`config.mk`:
```
export PLATFORM = sky130hd
export DESIGN_NAME = conf
export DESIGN_NICKNAME = d
export VERILOG_FILES = /design/src/rtl/conf.sv
export SDC_FILE = /design/constraint.sdc
export NUM_CORES = 1
export LEC_CHECK = 0
export CAP_MARGIN = 20
export CORE_ASPECT_RATIO = 1.4
export CORE_UTILIZATION = 30
export DETAILED_ROUTE_END_ITERATION = 10
export PLACE_DENSITY = 0.84
export SLEW_MARGIN = 20
export SYNTH_ARGS = -nofsm -noshare
export SYNTH_HDL_FRONTEND = slang
export SYNTH_SLANG_ARGS = --single-unit
```
`constraint.sdc`:
```
create_clock -name clk -period 2.2 [get_ports clk]
set_input_delay 0.44 -clock clk [delete_from_list [all_inputs] [get_ports clk]]
set_output_delay 0.44 -clock clk [all_outputs]
set_load 0.005 [all_outputs]
```
`src/rtl/conf.sv`:
```
// Configuration address/data register pair: CAR holds the broadcast configuration address,
// CDR is a window onto whichever configuration source claims that address.
module conf #(
  parameter logic [12:0] ADDR_BASE = 13'o17720
) (
  input  logic        clk,
  input  logic        reset,
  input  logic [12:0] reg_addr,
  input  logic        reg_bs7,
  output logic        reg_addr_match,
  output logic [15:0] reg_rdata,
  input  logic [15:0] reg_wdata,
  input  logic        reg_write,
  output logic [15:0] conf_addr,
  output logic        conf_write,
  input  logic        tl_match,
  input  logic [15:0] tl_rdata,
  input  logic        dev0_match,
  input  logic [15:0] dev0_rdata,
  input  logic        dev1_match,
  input  logic [15:0] dev1_rdata,
  input  logic        dev2_match,
  input  logic [15:0] dev2_rdata,
  input  logic        dev3_match,
  input  logic [15:0] dev3_rdata
);

  // Word addresses; bit 0 of the byte address is ignored.
  localparam logic [11:0] CarWord = ADDR_BASE[12:1];
  localparam logic [11:0] CdrWord = CarWord + 12'd1;

  logic        car_hit;
  logic        cdr_hit;
  logic [15:0] car_q;
  logic [15:0] car_d;
  logic [15:0] src_rdata;

  always_comb begin
    car_hit = reg_bs7 && (reg_addr[12:1] == CarWord);
    cdr_hit = reg_bs7 && (reg_addr[12:1] == CdrWord);
  end

  // Fixed-priority source select: tl first, then dev0..dev3.
  always_comb begin
    src_rdata = 16'd0;
    if (tl_match) begin
      src_rdata = tl_rdata;
    end else if (dev0_match) begin
      src_rdata = dev0_rdata;
    end else if (dev1_match) begin
      src_rdata = dev1_rdata;
    end else if (dev2_match) begin
      src_rdata = dev2_rdata;
    end else if (dev3_match) begin
      src_rdata = dev3_rdata;
    end
  end

  always_comb begin
    reg_addr_match = car_hit || cdr_hit;
    conf_write     = reg_write && cdr_hit;
    conf_addr      = car_q;
    reg_rdata      = 16'd0;
    if (car_hit) begin
      reg_rdata = car_q;
    end else if (cdr_hit) begin
      reg_rdata = src_rdata;
    end
  end

  always_comb begin
    car_d = car_q;
    if (reg_write && car_hit) begin
      car_d = reg_wdata;
    end
  end

  always_ff @(posedge clk) begin
    if (reset) begin
      car_q <= 16'd0;
    end else begin
      car_q <= car_d;
    end
  end

endmodule

```
== Yosys cells after proc, flatten, opt, wreduce, memory -nomap -nowiden ==
Index checks and enable logic that the tools add are counted.
Word-level totals
  word-level logic and storage cells: 15
  register bits: 16
  bits of input ports: 118
  output and inout port bits: 34
Cells by class
  reductions and logical operators: 5
  mux-type cells: 7
  eq/ne operators: 2
Operators with widths (number)
  $mux 16: 7
  $eq 12x12->1 const B: 2
  $logic_and 1x1->1: 4
  $logic_or 1x1->1: 1

== Longest topological paths before layout ==
Gate-level depths: netlist (run 1).
  word-level depth: 7
  depth in mapped cells: 6
  mapped depth without buffers: 4

== Least setup slack after synthesis (run 1) ==
OpenSTA, ideal clock, no wires.
  path type: input -> output
  from: in reg_addr[3]
  to: out reg_rdata[10]
  setup slack: 0.144 ns
  data arrival time: 1.616 ns
  stages on the path: 5
  required time: 1.760 ns
  buffers on the path: 1
  cells stage by stage: nand4bb_4 > or2_4 > nor3_2 > buf_6 > a32o_1
On the way
  word-level cells in the longest chain between the ends: 4
  elaborated cells between the ends (all ways): 6
  classes of those cells: eq/ne: 2; mux: 2; reduce/logical: 2
Ends and longest elaborated chain
  start, declared: RTL line 8  | input logic [12:0] reg_addr,
  $eq 12x12->1: RTL line 40  | cdr_hit = reg_bs7 && (reg_addr[12:1] == CdrWord);
  $logic_and 1x1->1: RTL line 40
  $mux 16: RTL line 66  | end else if (cdr_hit) begin
  $mux 16 *: RTL line 64  | if (car_hit) begin
  end, declared: RTL line 11  | output logic [15:0] reg_rdata,
Mark *: on every way between the ends. The rest lies on a longest branch, timed or not.

== Final worst setup path (run 1) ==
  from: in reg_addr[2]
  to: out reg_rdata[12]
Same word-level chain as after synthesis.

==> results of run 1 <==
-- synth_stat cells (all sizes together) --
master and number:
clkbuf 10, nand4bb 1, a221o 2, nand2 2, inv 3, a221oi 14
o31ai 14, nand4 1, or2 1, dfxtp 16, a32o 16, buf 7
o21ai 2, and2 1, mux2i 16, nand2b 17, nor3 2, nor2 17
nor2b 15, nand4b 1, a21oi 18, nor4 1
-- cell families (layout without fill, tap and decap cells) --
group	after synthesis	count (layout)	synth area share [%]
mux	16	16	10.68
flops	16	16	21.37
buf+inv	20	185	6.678
simple gates	59	59	27.38
compound gates	66	66	33.89
-- worst min-delay path by stage --
| stage | from | end | slack, ns | cells past startpoint |
|---|---|---|---|---|
| 3_5_place_dp | conf_addr[4] | conf_addr[4] | 0.52 | 2 |
| 5_1_grt | conf_addr[15] | conf_addr[15] | 0.57 | 2 |
| 2_1_floorplan | conf_addr[1] | conf_addr[1] | 0.51 | 2 |
| 6_report | conf_addr[12] | conf_addr[12] | 0.54 | 2 |
| 4_1_cts | conf_addr[4] | conf_addr[4] | 0.53 | 2 |
| 3_3_place_gp | conf_addr[10] | conf_addr[10] | 0.52 | 2 |
-- stage by stage --
step	total power [W]	setup slack (ns)
3_3_place_gp	0.0006471	-0.6885
4_1_cts	0.0009053	-0.07722
3_5_place_dp	0.0006530	-0.6946
5_1_grt	0.0009471	-0.08525
6_report	0.0009013	-0.02823
2_1_floorplan	0.0003960	0.1437
-- critical path: stages --
cell	delay [ns]
buf_6	0.09
nand4bb_4	0.21
or2_4	0.29
nor3_4	0.13
buf_4	0.14
buf_6	0.12
buf_12	0.11
a32o_1	0.14
buf_2	0.13
-- layout make-up --
class	instances	area [sq um]	share of cell area, %
Inverter	3	11.26	0.3276
Tap cell	64	80.08	2.330
Timing Repair Buffer	179	1782	51.84
Clock buffer	3	41.29	1.201
Sequential cell	16	320.3	9.319
Multi-Input combinational cell	141	1202	34.98
-- metal layers --
layer	wire, um	global-route usage, %
met1	2467	27.06
met2	3945	48.78
met3	312	4.072
met4	92	7.273
met5	0	0
-- layout by cell type, fill, tap and decap left out, types with 2 or more instances in the layout --
cell type        synthesis  final
a21oi_1                 18     18
a221o_1                  2      2
a221oi_2                 0     12
a32o_1                  16     15
buf_12                   0      7
buf_16                   0      2
buf_2                    2     20
buf_4                    1     14
buf_6                    1      6
clkbuf_8                 0      3
clkdlybuf4s15_1          0      4
clkdlybuf4s50_1          0    115
dfxtp_1                 16     16
dlygate4sd2_1            0      7
inv_1                    3      3
mux2i_1                 16     16
nand2_1                  2      2
nand2b_1                17     17
nor2_1                   7      7
nor2_2                  10     10
nor2b_1                 15     14
nor3_4                   0      2
o21ai_0                  2      2
o31ai_1                 14     12
o31ai_2                  0      2
-- what timing repair did --
item,CTS,global route
hold buffers,0,0
cloned,4,0
hold endpoints to repair,0,0
gates resized for setup,133,4
pin swaps,24,3
endpoints found under the setup margin,18,17
setup buffers,7,0
-- where the power goes --
part	internal [W]	total [W]	switching, W
registers	0.000290	0.000290	0.0000000159
clock network	0.000121	0.000212	0.0000909
logic	0.000266	0.000399	0.000134
==> impl_metrics.json, run 1 <==
{
  "synth-seq-cells": 16,
  "synth_area_sq_um": 1499,
  "n_fill_cell": 358,
  "grt_pass1_wl_mm": 9.956,
  "cts_tree": "built",
  "grt_max_degree": 30,
  "final_area_sq_um": 3437,
  "globalplace.congestion": 0.7735,
  "synth_area_per_cell_sq_um": 8.469,
  "antenna_found_initial": 0,
  "rsz0062_at_grt": "true",
  "cp_max_fo": 5,
  "whs_ns": 0.5360,
  "run_status": "finished with violations",
  "finalHoldViolations": 0,
  "max-cap-violations": 0,
  "wl_per_cell_um": 16.79,
  "worst_ep_arrival_time_ns": 1.79,
  "drv_slew": 0,
  "clkSinkCount": 16,
  "r2r_cells": 2,
  "hpwl_mm": 4.994,
  "netlist_instances": 177,
  "min_path_type": "reg -> reg",
  "yosysWarnings": 0,
  "numCtsBuffers": 3,
  "critPathCaptureType": "primary output",
  "r2r_slack_ns": 1.53,
  "drtIter0Drc": 82,
  "instances_no_fill": 406,
  "largest_reg_flops": 16,
  "routed-via-count": 2097,
  "r2r-end": "conf_addr[13]",
  "drc": 0,
  "insertion_delay_ns": 0.24,
  "cp-startpoint": "reg_addr[2]",
  "powerDensity_nw_per_um2": 262.2,
  "die_w_um": 61.74,
  "firstDrtPassIters": 4,
  "worstReg2RegStart": "conf_addr[13]",
  "first_global_vias": 2055,
  "drtAntennaViolNets": 0,
  "tightest_slew_ns": 0.2634,
  "rows": 30,
  "clk_pin_slew_ns": 0.06,
  "dp_cells": 393,
  "slew_headroom_pct": 82.29,
  "yosysSeqAreaShare_pct": 21.37,
  "htree_levels": 1,
  "synth_top_area_cell": "dfxtp_1",
  "worstSetupStartpointType": "input pin",
  "utilization_pct": 70.98,
  "clock.fmax_mhz": 448.8,
  "required_ns": 1.76,
  "setup_viol": 10,
  "fp.coreArea_sq_um": 4842,
  "period_minus_slack_ns": 2.228,
  "drive_gt1_share_pct": 25.73,
  "n_antenna_cell": 0,
  "viasPerCell": 5.165,
  "power.leakage_nw": 1.338,
  "start_util_pct": 30.96,
  "dpl-instance-area_sq_um": 3209,
  "io_buffers": 150,
  "finalSetupTns_ns": -0.1805,
  "grt-ovfl-total": 0,
  "endpoint": "reg_rdata[12]",
  "synth_top_area_share_pct": 21.37,
  "finalCritPeriodShare_pct": 101.3,
  "nNetsFinal": 462,
  "ios": 152,
  "worst_slack_ns": -0.02823,
  "clock_path_buffers": 2,
  "synth.distinct_cells": 27,
  "synthTopCellsByArea": "dfxtp_1, a32o_1, mux2i_1",
  "syn-num-nets": 295,
  "dieHeight_um": 85.64,
  "die-area_sq_um": 5287,
  "clockRootBuffer": "clkbuf_8",
  "grtUsageTotal_pct": 25.49,
  "path_class": "in -> out",
  "routed_wl_mm": 6.817,
  "peakVddDrop_mv": 0.1783,
  "violations": "negative setup slack",
  "area_growth_pct": 129.3,
  "fin_skew_ns": 0
}
(Power assumes the default switching activity.)
==> run 2: changes to the inputs <==
--- a/config.mk
+++ b/config.mk
@@ -9,7 +9,7 @@
 export CORE_ASPECT_RATIO = 1.4
 export CORE_UTILIZATION = 30
 export DETAILED_ROUTE_END_ITERATION = 10
-export PLACE_DENSITY = 0.84
+export PLACE_DENSITY = 0.85
 export SLEW_MARGIN = 20
 export SYNTH_ARGS = -nofsm -noshare
 export SYNTH_HDL_FRONTEND = slang
==> run 2 against run 1 <==
Net effect: the run still ends with negative setup slack left; fmax decreased by 1.6%; sequential cell count unchanged; critical path depth decreased by 1; design area rose by 3.6%; via count up 4.7%; cell count grew 3.0%; clock skew is the same; non-clock buffer count rose by 12; largest cell class unchanged; highest routed layer unchanged.
==> impl_metrics.json, run 2 (synthesized netlist as in run 1, its figures left out) <==
{
  "run_status": "finished with violations",
  "violations": "negative setup slack",
  "setup_viol": 16,
  "wl_per_cell_um": 17.39,
  "critPathTopFamily": "simple AND/OR/NAND/NOR gates",
  "crit_slowest_cell": "or2_4",
  "slew_headroom_pct": 80.76,
  "ios": 152,
  "multi_input_area_sq_um": 1185,
  "path_common_cell": "buf_6",
  "path_depth": 8,
  "worst_slack_ns": -0.06445,
  "p_int_w": 0.0006876,
  "r2r_slack_ns": 1.50,
  "worstSetupStartpointType": "input pin",
  "area_growth_pct": 137.5,
  "dpl-instance-area_sq_um": 3214,
  "drtAntennaViolNets": 0,
  "holdBufCountCts": 0,
  "final_common_cell": "clkdlybuf4s50_1",
  "routed-via-count": 2196,
  "cp-startpoint": "reg_addr[3]",
  "drive_gt1_share_pct": 28.81,
  "path_buf_inv": 4,
  "powerDensity_nw_per_um2": 256.0,
  "grtUsageTotal_pct": 26.46,
  "max-cap-violations": 0,
  "firstDrtPassIters": 4,
  "cts_tree": "built",
  "start_util_pct": 30.96,
  "die-area_sq_um": 5287,
  "hpwl_mm": 5.001,
  "viasPerCell": 5.254,
  "min_path_type": "reg -> reg",
  "first_global_vias": 2114,
  "dp_cells": 392,
  "grt_pass1_wl_mm": 10.29,
  "critPathMaxStageDelay_ns": 0.27,
  "drc": 0,
  "numCtsBuffers": 3,
  "path_cells": "buf_6, nand4bb_4, or2_4, buf_6, nor3_4, clkbuf_16, a32o_1, buf_2",
  "antenna_found_initial": 0,
  "insertion_delay_ns": 0.24,
  "fin_skew_ns": 0,
  "instances_no_fill": 418,
  "period_minus_slack_ns": 2.264,
  "tightest_slew_ns": 0.2877,
  "largest_reg_flops": 16,
  "utilization_pct": 73.51,
  "htree_levels": 1,
  "p_total_w": 0.0009114,
  "clockRootBuffer": "clkbuf_8",
  "final_cell_mix": "clkdlybuf4s50_1, buf_4, buf_2, a21oi_1, nand2b_1",
  "grt-ovfl-total": 0,
  "drtIter0Drc": 123,
  "worst_ep_arrival_time_ns": 1.82,
  "worstReg2RegStart": "conf_addr[4]",
  "netSwitchingPower_w": 0.0002238,
  "fp.coreArea_sq_um": 4842,
  "grt_max_degree": 23,
  "finalHoldViolations": 0,
  "globalplace.congestion": 0.8320,
  "die_w_um": 61.74,
  "clkPwrFrac_pct": 23.2,
  "endpoint": "reg_rdata[12]",
  "routed_wl_mm": 7.269,
  "cp_max_fo": 8,
  "final_area_sq_um": 3560,
  "swShare_pct": 24.55,
  "required_ns": 1.76,
  "seq_power_share_pct": 31.8,
  "io_buffers": 150,
  "rows": 30,
  "clock.fmax_mhz": 441.6,
  "finalCritPeriodShare_pct": 102.9,
  "clk_pin_slew_ns": 0.06,
  "ff_latch_area_sq_um": 320.3,
  "n_fill_cell": 373,
  "rsz0062_at_grt": "true",
  "power.leakage_nw": 1.411,
  "dieHeight_um": 85.64,
  "n_antenna_cell": 0,
  "r2r-end": "conf_addr[4]",
  "clock_path_buffers": 2,
  "path_class": "in -> out",
  "nNetsFinal": 474,
  "critPathCaptureType": "primary output",
  "drv_slew": 0,
  "combPwrFrac_pct": 45.0,
  "r2r_cells": 2,
  "peakVddDrop_mv": 0.1465,
  "clkSinkCount": 16
}
[run 2: changes by cell type in the layout (fill, tap and decap cells not counted), sizes merged]
cell,before,now
dlygate4sd2,7,8
clkdlybuf4s15,5,0
clkbuf,4,10
buf,49,58
bufbuf,1,2
[run 2: worst min-delay path by stage]
stage,startpoint,endpoint,slack (ns),cells past startpoint
final,conf_addr[9],conf_addr[9],0.54,2
after global placement,conf_addr[2],conf_addr[2],0.51,2
after global routing,conf_addr[7],conf_addr[7],0.57,2
after floorplan,conf_addr[1],conf_addr[1],0.51,2
after CTS,conf_addr[9],conf_addr[9],0.55,2
after detailed placement,conf_addr[9],conf_addr[9],0.53,2
[run 2: cell type report]
| class | count | share of cell area [%] |
|---|---|---|
| clock buffer | 3 | 1.160 |
| inverter | 3 | 0.3163 |
| multi-input combinational | 141 | 33.29 |
| sequential | 16 | 8.998 |
| tap | 64 | 2.250 |
| timing repair buffer | 191 | 53.99 |
[run 2: power groups by stage]
stage / registers [W] / clock network, W / logic (W)
2_1_floorplan: 0.000296 / 0 / 0.0000999
3_3_place_gp: 0.000296 / 0 / 0.000350
3_5_place_dp: 0.000296 / 0 / 0.000355
4_1_cts: 0.000290 / 0.000216 / 0.000385
5_1_grt: 0.000290 / 0.000233 / 0.000434
6_report: 0.000290 / 0.000212 / 0.000410
[run 2: per-layer routing]
metal	wire length [um]	global-route usage [%]	part of all wire (%)	vias to the layer above
met3	393	2.564	5.4	11
li1	-	-	-	1039
met4	167	11.92	2.3	0
met2	4062	48.39	56	107
met5	0	0	0	-
met1	2645	29.24	36	1039
[run 2: timing repair]
item / CTS / global route
hold endpoints to repair: 0 / 0
resized for setup: 117 / 20
setup endpoints to repair: 18 / 33
buffers inserted: 14 / 3
gates cloned: 5 / 2
pin swaps: 17 / 8
[run 2: metrics by stage]
step / setup WS [ns] / setup TNS [ns] / hold WS [ns]
after CTS: -0.09131 / -1.082 / 0.5492
after floorplan: 0.1437 / 0 / 0.5078
after global routing: -0.1292 / -1.696 / 0.5725
after detailed placement: -0.7699 / -11.33 / 0.5323
after global placement: -0.7119 / -11.19 / 0.5093
final: -0.06445 / -0.6433 / 0.5434
[run 2: worst reg2reg max path, cell delays in order, from the launching register on]
cell and delay, ns:
dfxtp_1 0.34, mux2i_1 0.18, nor2_1 0.07
==> run 3: changes to the inputs <==
--- a/config.mk
+++ b/config.mk
@@ -7,6 +7,7 @@
 export LEC_CHECK = 0
 export CAP_MARGIN = 20
 export CORE_ASPECT_RATIO = 1.4
+export CORE_MARGIN = 2
 export CORE_UTILIZATION = 30
 export DETAILED_ROUTE_END_ITERATION = 10
 export PLACE_DENSITY = 0.85
==> constraint.sdc (replaced) <==
create_clock -name clk -period 2.2 [get_ports clk]
set_input_delay 0.44 -clock clk [delete_from_list [all_inputs] [get_ports clk]]
set_output_delay 0.44 -clock clk [all_outputs]
set_load 0.01 [all_outputs]
==> run 3 against run 2 <==
Net effect: the run still ends with negative setup slack left; utilization is 2.4 points lower; clock-buffer cell count up 1; wire length increased by 0.67%; via count fell by 2.1%.
==> impl_metrics.json, run 3 (synthesized netlist as in run 1, its figures left out) <==
{
  "run_status": "finished with violations",
  "violations": "negative setup slack",
  "clock_path_buffers": 2,
  "rsz0062_at_grt": "true",
  "finalCritPeriodShare_pct": 102.8,
  "final_common_cell": "clkdlybuf4s50_1",
  "hpwl_mm": 5.300,
  "drc": 0,
  "dieHeight_um": 87.64,
  "globalplace.congestion": 0.8802,
  "nNetsFinal": 466,
  "period_minus_slack_ns": 2.262,
  "clock.fmax_mhz": 442.1,
  "cp_max_fo": 8,
  "final_cell_mix": "clkdlybuf4s50_1, buf_4, nand2b_1, buf_2",
  "firstDrtPassIters": 4,
  "die-area_sq_um": 5586,
  "utilization_pct": 71.09,
  "fp.coreArea_sq_um": 4842,
  "antenna_found_initial": 0,
  "peakVddDrop_mv": 0.1422,
  "largest_reg_flops": 16,
  "grt-ovfl-total": 0,
  "fin_skew_ns": 0,
  "clk_pin_slew_ns": 0.06,
  "critPathCaptureType": "primary output",
  "setup_viol": 16,
  "drv_slew": 0,
  "io_buffers": 150,
  "drtAntennaViolNets": 0,
  "finalHoldViolations": 0,
  "worst_slack_ns": -0.06181,
  "n_antenna_cell": 0,
  "worstSetupStartpointType": "input pin",
  "place_ws_ns": -0.7503,
  "clockRootBuffer": "clkbuf_8",
  "clkSinkCount": 16,
  "cts_tree": "built",
  "powerDensity_nw_per_um2": 274.7,
  "wl_per_cell_um": 17.81,
  "first_global_vias": 2235,
  "routed_wl_mm": 7.318,
  "holdBufCountCts": 0,
  "drive_gt1_share_pct": 27.67,
  "grt_max_degree": 28,
  "path_class": "in -> out",
  "numCtsBuffers": 3,
  "grt_pass1_wl_mm": 10.82,
  "insertion_delay_ns": 0.24,
  "viasPerCell": 5.229,
  "slew_headroom_pct": 78.90,
  "required_ns": 1.76,
  "p_total_w": 0.0009456,
  "max-cap-violations": 0,
  "rows": 30,
  "min_path_type": "reg -> reg",
  "power.leakage_nw": 1.345,
  "finalSetupTns_ns": -0.7822,
  "area_growth_pct": 129.6,
  "start_util_pct": 30.96,
  "drtIter0Drc": 71,
  "die_w_um": 63.74,
  "grtUsageTotal_pct": 24.84,
  "ios": 152,
  "tightest_slew_ns": 0.3141,
  "worst_ep_arrival_time_ns": 1.82,
  "htree_levels": 1,
  "routed-via-count": 2149
}
## run 3: cell types whose count changed in the layout (fill, tap and decap cells not counted), sizes merged
cell | before | now
buf | 58 | 52
bufbuf | 2 | 0
clkbuf | 10 | 13
clkdlybuf4s50 | 115 | 117
dlygate4sd2 | 8 | 4
## run 3: stage by stage
step | cell area [sq um] | instances | hold WS [ns]
final | 3442 | 411 | 0.5376
after global routing | 3442 | 411 | 0.5798
after CTS | 3388 | 408 | 0.5472
after detailed placement | 3217 | 394 | 0.5275
after global placement | 3217 | 394 | 0.5225
after floorplan | 1499 | 177 | 0.5431
## run 3: repair_timing
item / in CTS / in global routing
resized for setup: 118 / 28
gates cloned: 4 / 2
hold endpoints to repair: 0 / 0
buffers inserted: 6 / 4
setup endpoints to repair: 18 / 17
pin swaps: 15 / 6
## run 3: routing by layer
| metal | share of wire [%] | GRT usage, % |
|---|---|---|
| met5 | 0 | 0 |
| met4 | 2.9 | 9.881 |
| met1 | 36 | 26.19 |
| met2 | 57 | 49.95 |
| met3 | 3.9 | 2.185 |
## run 3: cell type report
class	instances	area, sq um
well taps	64	80.08
fillers	351	1400
clock buffers	4	55.05
flip-flops and latches	16	320.3
inverters	3	11.26
repair buffers	183	1784
multi-input cells	141	1191
## run 3: power by group
group | internal (W) | total [W] | switching, W
clock network | 0.000158 | 0.000253 | 0.0000949
registers | 0.000290 | 0.000290 | 0.0000000170
logic | 0.000266 | 0.000402 | 0.000136
## run 3: worst paths after layout
path                                   start            to  slack [ns]  cells after the start
worst max register to register  conf_addr[4]  conf_addr[4]        1.53                      2
worst min-delay path            conf_addr[8]  conf_addr[8]        0.54                      2
worst max-delay path             reg_addr[2]  reg_rdata[8]       -0.06                      8
worst min register to register  conf_addr[8]  conf_addr[8]        0.54                      2
## run 3: worst max-delay path, stage by stage
cell,delay (ns)
buf_6,0.09
nand4bb_4,0.21
or2_4,0.27
buf_12,0.13
nor3_4,0.23
buf_6,0.18
a32o_1,0.13
buf_2,0.14
